**src/rtl/sram_arbiter.sv**
```systemverilog
// Two-port round-robin arbiter and sequencer for the single-port data SRAM.
// Each request is latched, driven for one ACCESS cycle, then acked in RESP.
module sram_arbiter #(
    parameter int DATA_WIDTH = 32,
    parameter int ADDR_WIDTH = 32
) (
    input  logic                  clock,
    input  logic                  reset,

    input  logic                  req0,
    input  logic                  we0,
    input  logic [ADDR_WIDTH-1:0] addr0,
    input  logic [DATA_WIDTH-1:0] wdata0,
    output logic [DATA_WIDTH-1:0] rdata0,
    output logic                  ack0,

    input  logic                  req1,
    input  logic                  we1,
    input  logic [ADDR_WIDTH-1:0] addr1,
    input  logic [DATA_WIDTH-1:0] wdata1,
    output logic [DATA_WIDTH-1:0] rdata1,
    output logic                  ack1,

    output logic [ADDR_WIDTH-1:0] address,
    output logic [DATA_WIDTH-1:0] writeData,
    output logic                  memWrite,
    output logic                  memRead,
    input  logic [DATA_WIDTH-1:0] readData
);

    typedef enum logic [1:0] {
        IDLE   = 2'd0,
        ACCESS = 2'd1,
        RESP   = 2'd2
    } state_t;

    state_t                  state_q, state_d;
    logic                    last_grant_q, last_grant_d;
    logic                    owner_q, owner_d;
    logic                    we_q, we_d;
    logic [ADDR_WIDTH-1:0]   addr_q, addr_d;
    logic [DATA_WIDTH-1:0]   wdata_q, wdata_d;
    logic [DATA_WIDTH-1:0]   rdata0_q, rdata0_d;
    logic [DATA_WIDTH-1:0]   rdata1_q, rdata1_d;
    logic                    pick;

    always_comb begin
        state_d      = state_q;
        last_grant_d = last_grant_q;
        owner_d      = owner_q;
        we_d         = we_q;
        addr_d       = addr_q;
        wdata_d      = wdata_q;
        rdata0_d     = rdata0_q;
        rdata1_d     = rdata1_q;
        // On a tie the port that was not served last wins; otherwise the sole requester.
        pick         = (req0 && req1) ? ~last_grant_q : req1;

        case (state_q)
            IDLE: begin
                if (req0 || req1) begin
                    owner_d      = pick;
                    last_grant_d = pick;
                    we_d         = pick ? we1    : we0;
                    addr_d       = pick ? addr1  : addr0;
                    wdata_d      = pick ? wdata1 : wdata0;
                    state_d      = ACCESS;
                end
            end
            ACCESS: begin
                if (!we_q) begin
                    if (owner_q) rdata1_d = readData;
                    else         rdata0_d = readData;
                end
                state_d = RESP;
            end
            RESP: begin
                state_d = IDLE;
            end
            default: begin
                state_d = IDLE;
            end
        endcase
    end

    always_ff @(posedge clock or posedge reset) begin
        if (reset) begin
            state_q      <= IDLE;
            last_grant_q <= 1'b1;
            owner_q      <= 1'b0;
            we_q         <= 1'b0;
            addr_q       <= '0;
            wdata_q      <= '0;
            rdata0_q     <= '0;
            rdata1_q     <= '0;
        end else begin
            state_q      <= state_d;
            last_grant_q <= last_grant_d;
            owner_q      <= owner_d;
            we_q         <= we_d;
            addr_q       <= addr_d;
            wdata_q      <= wdata_d;
            rdata0_q     <= rdata0_d;
            rdata1_q     <= rdata1_d;
        end
    end

    // Strobes decode straight from state so an async reset drops them at once.
    assign memWrite  = (state_q == ACCESS) &&  we_q;
    assign memRead   = (state_q == ACCESS) && !we_q;
    assign ack0      = (state_q == RESP)   && !owner_q;
    assign ack1      = (state_q == RESP)   &&  owner_q;
    assign address   = addr_q;
    assign writeData = wdata_q;
    assign rdata0    = rdata0_q;
    assign rdata1    = rdata1_q;

endmodule

```
**config.mk**
```make
export PLATFORM = sky130hd
export DESIGN_NAME = sram_arbiter
export DESIGN_NICKNAME = d
export VERILOG_FILES = /design/src/rtl/sram_arbiter.sv
export SDC_FILE = /design/constraint.sdc
export NUM_CORES = 1
export LEC_CHECK = 0
export ABC_CLOCK_PERIOD_IN_PS = 4900
export CAP_MARGIN = 10
export CORE_UTILIZATION = 37
export CTS_BUF_LIST = sky130_fd_sc_hd__clkbuf_4 sky130_fd_sc_hd__clkbuf_8 sky130_fd_sc_hd__clkbuf_16
export DETAILED_ROUTE_END_ITERATION = 8
export PLACE_DENSITY_LB_ADDON = 0.12
export SLEW_MARGIN = 40
export SYNTH_ARGS = -nofsm -noshare
export SYNTH_HDL_FRONTEND = slang
export SYNTH_SLANG_ARGS = --single-unit
```
**constraint.sdc**
```tcl
create_clock -name clock -period 4.9 [get_ports clock]
set_clock_uncertainty 0.15 [all_clocks]
set_input_delay 0.98 -clock clock [delete_from_list [all_inputs] [get_ports clock]]
set_output_delay 0.98 -clock clock [all_outputs]
set_load 0.02 [all_outputs]
```
* Word level (Yosys, flattened, before mapping)
Index checks and enable logic that the tools add are counted.
** Storage, ports and cells
- Flip-flop bits (word level) :: 133
** Cells by class
- Muxes and demuxes :: 6
- Reductions and logical operators :: 12
- Eq/ne operators :: 3
- Bitwise gates (word level) :: 3
** Operators by type and width (count)
- 32-bit 2-to-1 mux :: 2
- 3-bit AND reduction :: 2
- 1-bit logical AND :: 5
- 2-bit case mux with 2 select lines :: 1
- 1-bit NOT :: 3
- 2-bit by 1-bit == test with 1-bit output, second input constant :: 1
- 2-bit == test, second input constant :: 1
- 1-bit logical NOT :: 2
- 2-bit logical NOT :: 1
- 1-bit 2-to-1 mux :: 2
- 2-bit 2-to-1 mux :: 1
- 2-bit != test, second input constant :: 1
- 2-bit AND reduction :: 1
- 1-bit logical OR :: 1

* Longest topological paths before layout
Gate-level depths: netlist (run 1).
- Word-level depth :: 3
- Mapped depth :: 5
- Mapped depth without buffers :: 3

* Worst setup path before layout (run 1)
No wires, ideal clock.
- Path kind :: input-to-reg
- From :: input port req1
- To :: register wdata_q[0] (netlist: writeData[0])
- Data required time :: 4625 ps
- Buffers on the path :: 2
- Setup slack :: 2613 ps
- Arrival :: 2012 ps
- Cell stages on the path :: 5
- Cells stage by stage :: a21bo_2 > buf_6 > buf_6 > mux2_4 > mux2_4
** On the way
- Longest elaborated chain between the ends :: 3
- Elaborated cells on any way between the ends :: 5
- Classes of those cells :: 2 x mux; 3 x reduce/logical
** Ends and longest elaborated chain
- from (decl) :: line 17 : input logic req1,
- 1-bit logical AND :: line 57 : pick = (req0 && req1) ? ~last_grant_q : req1;
- 1-bit 2-to-1 mux :: line 57
- 32-bit 2-to-1 mux :: line 66 : wdata_d = pick ? wdata1 : wdata0;
- to (signal assigned) :: line 102 : wdata_q <= wdata_d;
- to (decl) :: line 42 : logic [DATA_WIDTH-1:0] wdata_q, wdata_d;
Several ways; a longest one is shown, not always the timed one.
A chain may end at the register's enable or synchronous reset.

* Worst setup path in the final report (run 1)
- From :: register state_q[1]
- To :: output port memRead
** On the way
- Longest elaborated chain between the ends :: 2
** Ends and longest elaborated chain
- from (decl) :: line 37 : state_t state_q, state_d;
- from (signal assigned) :: line 97 : state_q <= state_d;
- 2-bit by 1-bit == test with 1-bit output :: line 110 : assign memRead = (state_q == ACCESS) && !we_q;
- 1-bit logical AND :: line 110
- to (decl) :: line 27 : output logic memRead,
Every way passes these cells.

==> flow_summary.ini, run 1 <==
[worst_setup_path]
crit_type = reg -> out
regToRegSetupSlack_ns = 2.88
crit_path_end_kind = output port
reg2reg_depth = 4
worstPathArrival_ns = 1.87
critPathLaunchType = flop
cp.required_ns = 3.77
crit_fanout = 5
crit-reg2reg-launch = last_grant_q$_DFFE_PP1P_
worstReg2RegEnd = address[27]$_DFFE_PP0P_

[layout]
drive_above_1_share_pct = 35.1
area_growth_pct = 61.5
nNetsFinal = 832
layout_common_cells = clkdlybuf4s50_1 (297), dfrtp_1 (132), mux2_4 (100), mux2_2 (92), clkbuf_16 (17)
layout_commonest_cell = clkdlybuf4s50_1
n_antenna_cell = 0
fin_cells = 894
fin_util_pct = 62.0

[synth]
yosys.area.top_type_share_pct = 53.5
ys_warn_count = 0
syn_inst = 363
synth_fa_ha_area_share_pct = 0
synth_top_family_by_area = multiplexers
syn_avg_cell_area_um2 = 17.0
synthesis.area_mm2 = 0.00617
synth-xor-area-share_pct = 0
synth.net_count = 529
yosysSeqAreaShare_pct = 54.0
synth_compound_area_share_pct = 0.284
ys_ff_latch = 133
synthMuxAreaShare_pct = 41.9
synth_cell_types = 19
synthTopCellsByArea = dfrtp_1 (54%), mux2_4 (24%), mux2_2 (17%), buf_6 (1.1%), buf_4 (0.97%)
synth_area_leader_cell = dfrtp_1
synthSimpleGateAreaFrac_pct = 1.10

[floorplan]
start_util_pct = 38.4
die_y_um = 131
ios = 298
core_area_mm2 = 0.0161
die_w_um = 131
std_cell_rows = 46
die_area_mm2 = 0.0172

[global_routing]
antenna_found_initial = 0
grtUsageTotal_pct = 19.5
grt_pass1_wl_um = 25800
grt_max_degree = 66
grt_overflow = 0
grt_pass1_vias = 4674

[drt]
wl_per_cell_um = 17.9
avgViaCountPerCell = 4.64
dr.pass1.iters = 4
drt_wl_total_um = 16000
drc_errors = 0
vias = 4152
drt-initial-drc-count = 93
ant_nets = 0

[pwr]
vdd_drop_max_mv = 0.410
p_leak_nw = 4.30
pwr_density_cell_mw_per_mm2 = 666

[timing]
finalCriticalPeriod_ns = 3.00
max-slew-margin-rel_pct = 56.9
hold_viol = 0
fmax_ghz = 0.334
fin_crit_sh_pct = 61.2
grt_setup_unrepaired = no
setup_viol = 0
timing.setup.tns_ns = 0
worstMarginPinSlew_ns = 0.646
report.final.slew_viol_count = 0
setup_slack_ns = 1.90

[clocking]
cts.hold.buffers_added = 0
path_clk_slew_ns = 0.06
clock_sinks = 133
htree_num_levels = 4
clockRootBuffer = clkbuf_16
post_cts_buffers = 0
numCtsBuffers = 17
cts_resized = 0
clk_latency_ns = 0.41
clockBufferDepth = 2
cts_tree = done

[placement]
placed_cells = 863
place.gp.congestion = 0.765
place_hpwl_um = 11900
port_buffers = 297
dpl_worst_slack_ns = 1.90

[status]
status = complete, no violations

[hold_path]
min_from = rdata1[0]$_DFFE_PP0P_
hold-path-endpoint = rdata1[0]$_DFFE_PP0P_
holdPathStages = 1
hp-class = reg -> reg

[run]
max_cap_viol_count = 0
metrics by stage:
| stage | instance area (um^2) | power (W) | hold WS (ns) |
|---|---|---|---|
| CTS | 9960 | 0.00672 | 0.344 |
| global route | 9960 | 0.00696 | 0.348 |
| floorplan | 6170 | 0.00388 | 0.345 |
| detailed placement | 9380 | 0.00543 | 0.328 |
| global placement | 9330 | 0.00535 | 0.319 |
| finish | 9960 | 0.00663 | 0.342 |
sequential cells by signal, indices dropped and copies added, names as in the netlist:
signal,cells
state_q,2
writeData,32
owner_q,1
last_grant_q,1
we_q,1
rdata0,32
address,32
rdata1,32
worst max path at each step:
stage | startpoint | end | slack (ns) | depth (start not counted)
final | state_q[1]$_DFFE_PP0P_ | memRead | 1.90 | 2
after global routing | state_q[1]$_DFFE_PP0P_ | memRead | 1.75 | 2
after CTS | state_q[1]$_DFFE_PP0P_ | memRead | 1.85 | 2
after detailed placement | req0 | address[26]$_DFFE_PP0P_ | 1.90 | 5
after global placement | req0 | address[29]$_DFFE_PP0P_ | 1.77 | 5
after floorplan | reset | address[0]$_DFFE_PP0P_ | 0.22 | 1
per-layer routing:
metal	share of wire [%]	global-route usage [%]	vias up	wire length [um]
met1	38	21.6	2046	6090
met5	0	0	-	0
met3	8.6	7.25	17	1370
met4	1.7	6.99	0	264
li1	-	-	1900	-
met2	52	34.1	189	8240
power breakdown:
part / internal (W) / switching [W] / leakage (nW)
Sequential: 0.00167 / 0.000320 / 1.57
Clock: 0.000772 / 0.000475 / 0.279
Combinational: 0.00193 / 0.00147 / 2.45
Total: 0.00437 / 0.00226 / 4.30
cell type report:
class	instances	area, um^2
sequential	133	3330
clock buffer	20	454
timing repair buffer	306	3080
tap	216	270
clock inverter	11	128
multi-input combinational	207	2690
fill	1234	6100
inverter	1	6.26
critical path, cell delays in order, from the launching register on:
cell and delay [ns]:
dfrtp_1 0.46, nor3b_2 0.31, clkdlybuf4s50_1 0.69
kinds of logic (layout without fill, tap and decap cells):
| family | after synthesis | in the layout |
|---|---|---|
| DFF | 133 | 133 |
| AOI/OAI and AO/OA | 2 | 2 |
| buffers and inverters | 23 | 338 |
| and+or+nand+nor | 9 | 9 |
| muxes | 196 | 196 |
synth_stat cells:
| cell | count |
|---|---|
| dfrtp_1 | 132 |
| mux2_4 | 100 |
| mux2_2 | 92 |
| buf_4 | 8 |
| buf_2 | 6 |
| buf_6 | 6 |
| mux2_1 | 4 |
| and2_1 | 2 |
| clkbuf_2 | 2 |
| nor2b_1 | 2 |
| a21bo_2 | 1 |
| a21boi_0 | 1 |
| and3b_1 | 1 |
| dfstp_2 | 1 |
| inv_1 | 1 |
| nor2_1 | 1 |
| nor3_2 | 1 |
| nor3b_1 | 1 |
| nor3b_2 | 1 |
(Power assumes the default switching activity.)
==> run 2: changes to the inputs <==
ABC_CLOCK_PERIOD_IN_PS = 2900   (was 4900)
CORE_UTILIZATION = 41   (was 37)
clock period = 2.9 ns   (was 4.9 ns; I/O delays follow)
==> run 2 against run 1 <==
Net effect: sequential power up 68%; design area is 0.36% higher; routed wire length fell by 0.76%; final cell count decreased by 3.6%; combinational power rose by 69%; worst setup slack got worse by 1.6 ns; count of clock-buffer cells in the layout rose by 1; sequential share of layout area down 0.12 points; utilization rose by 6.5 points; die area is 9.6% lower; global-route usage is 1.8 points higher; largest power group unchanged; highest routed layer unchanged.
==> flow_summary.ini, run 2 (same netlist as run 1, synthesis figures left out) <==
[status]
status = complete, no violations

[timing]
finalCriticalPeriod_ns = 2.64
setup_slack_ns = 0.256
worstMarginPinSlew_ns = 0.558
fmax_ghz = 0.378
setup_viol = 0
max-slew-margin-rel_pct = 62.8
report.final.slew_viol_count = 0
fin_crit_sh_pct = 91.2
grt_setup_unrepaired = no
timing.setup.tns_ns = 0
hold_viol = 0
hold_slack_ns = 0.341

[layout]
layout_common_cells = clkdlybuf4s50_1 (297), dfrtp_1 (132), mux2_4 (100), mux2_2 (92), clkbuf_16 (17)
nNetsFinal = 831
area_growth_pct = 62.0
layout_commonest_cell = clkdlybuf4s50_1
drive_above_1_share_pct = 35.1
fin_cells = 862
n_antenna_cell = 0

[worst_setup_path]
path_cells = nor3b_2, clkdlybuf4s50_1
critPathTopFamily = buffers and inverters
crit_path_end_kind = output port
worstPathArrival_ns = 1.91
crit_fanout = 5
critPathBufInv = 1
critPathLaunchType = flop
cp.required_ns = 2.17
cp_slowest_cell = clkdlybuf4s50_1
cp.depth = 2
crit_type = reg -> out
reg2reg_depth = 4
critPathMaxStageDelay_ns = 0.71

[drt]
drc_errors = 0
vias = 4176
drt-initial-drc-count = 105
ant_nets = 0
drt_wl_total_um = 15800
dr.pass1.iters = 4
avgViaCountPerCell = 4.84
wl_per_cell_um = 18.4

[clocking]
clockBufferDepth = 2
cts.hold.buffers_added = 0
post_cts_buffers = 0
clock_sinks = 133
cts_resized = 0
clockRootBuffer = clkbuf_16
clk_latency_ns = 0.41
htree_num_levels = 4
numCtsBuffers = 17
path_clk_slew_ns = 0.06
cts_tree = done

[global_routing]
met1_usage_pct = 23.8
grt_pass1_wl_um = 25400
grt_use_met3_pct = 7.60
grtUsageTotal_pct = 21.3
grt_util_met2_pct = 36.4
grt-busiest-layer = met2
grt_overflow = 0
grt_max_degree = 106
grt_pass1_vias = 4684
antenna_found_initial = 0

[pwr]
p_leak_nw = 4.33
pwr_density_cell_mw_per_mm2 = 1140
vdd_drop_max_mv = 0.501

[placement]
placed_cells = 830
dpl_worst_slack_ns = 0.331
place.gp.congestion = 0.735
port_buffers = 297
place_hpwl_um = 11500

[run]
max_cap_viol_count = 0

[floorplan]
start_util_pct = 42.3
die_area_mm2 = 0.0155
die_y_um = 125
die_w_um = 125
ios = 298
std_cell_rows = 44
core_area_mm2 = 0.0146

[hold_path]
hp-class = reg -> reg
holdPathStages = 1
## run 2: cell count changes in the layout (fill, tap and decap cells not counted), moves of 2 or more
cell,change
buf_4,-2
buf_12,+4
clkbuf_8,+2
bufinv_16,+2
## run 2: stage by stage
stage	power (W)	instance area, um^2	utilization [%]
CTS	0.0115	10000	68.5
finish	0.0114	10000	68.5
detailed placement	0.00916	9350	64.1
global route	0.0120	10000	68.5
floorplan	0.00656	6170	-
global placement	0.00904	9350	64.1
## run 2: cell type report
type | count | area (um^2)
fill | 1021 | 4590
tap | 184 | 230
sequential | 133 | 3330
multi-input combinational | 207 | 2690
timing repair buffer | 305 | 3100
clock inverter | 11 | 171
clock buffer | 21 | 474
inverter | 1 | 7.51
## run 2: report_power, final
part,internal [W],switching (W)
Sequential,0.00282,0.000530
Clock,0.00152,0.000819
Combinational,0.00326,0.00248
Total,0.00761,0.00383
## run 2: layer usage
layer	vias to the layer above	share of wire [%]
met4	0	2.3
li1	1909	-
met3	25	8.3
met2	187	51
met1	2055	39
met5	-	0
## run 2: worst paths after layout
check                                        from                         to  slack [ns]
max in group asynchronous                   reset  writeData[25]$_DFFE_PP0P_        1.64
min                        rdata0[29]$_DFFE_PP0P_     rdata0[29]$_DFFE_PP0P_        0.34
max reg2reg                state_q[1]$_DFFE_PP0P_      rdata0[6]$_DFFE_PP0P_        0.72
min in group asynchronous                   reset     rdata0[25]$_DFFE_PP0P_        0.48
max                        state_q[1]$_DFFE_PP0P_                    memRead        0.26
min reg2reg                rdata0[29]$_DFFE_PP0P_     rdata0[29]$_DFFE_PP0P_        0.34
## run 2: worst reg2reg max path: cells and delay by family, from the launching register on
family        cells  cell delay, ns
simple gates      2            0.87
flops             1            0.45
mux               1            0.36
buf+inv           1            0.24
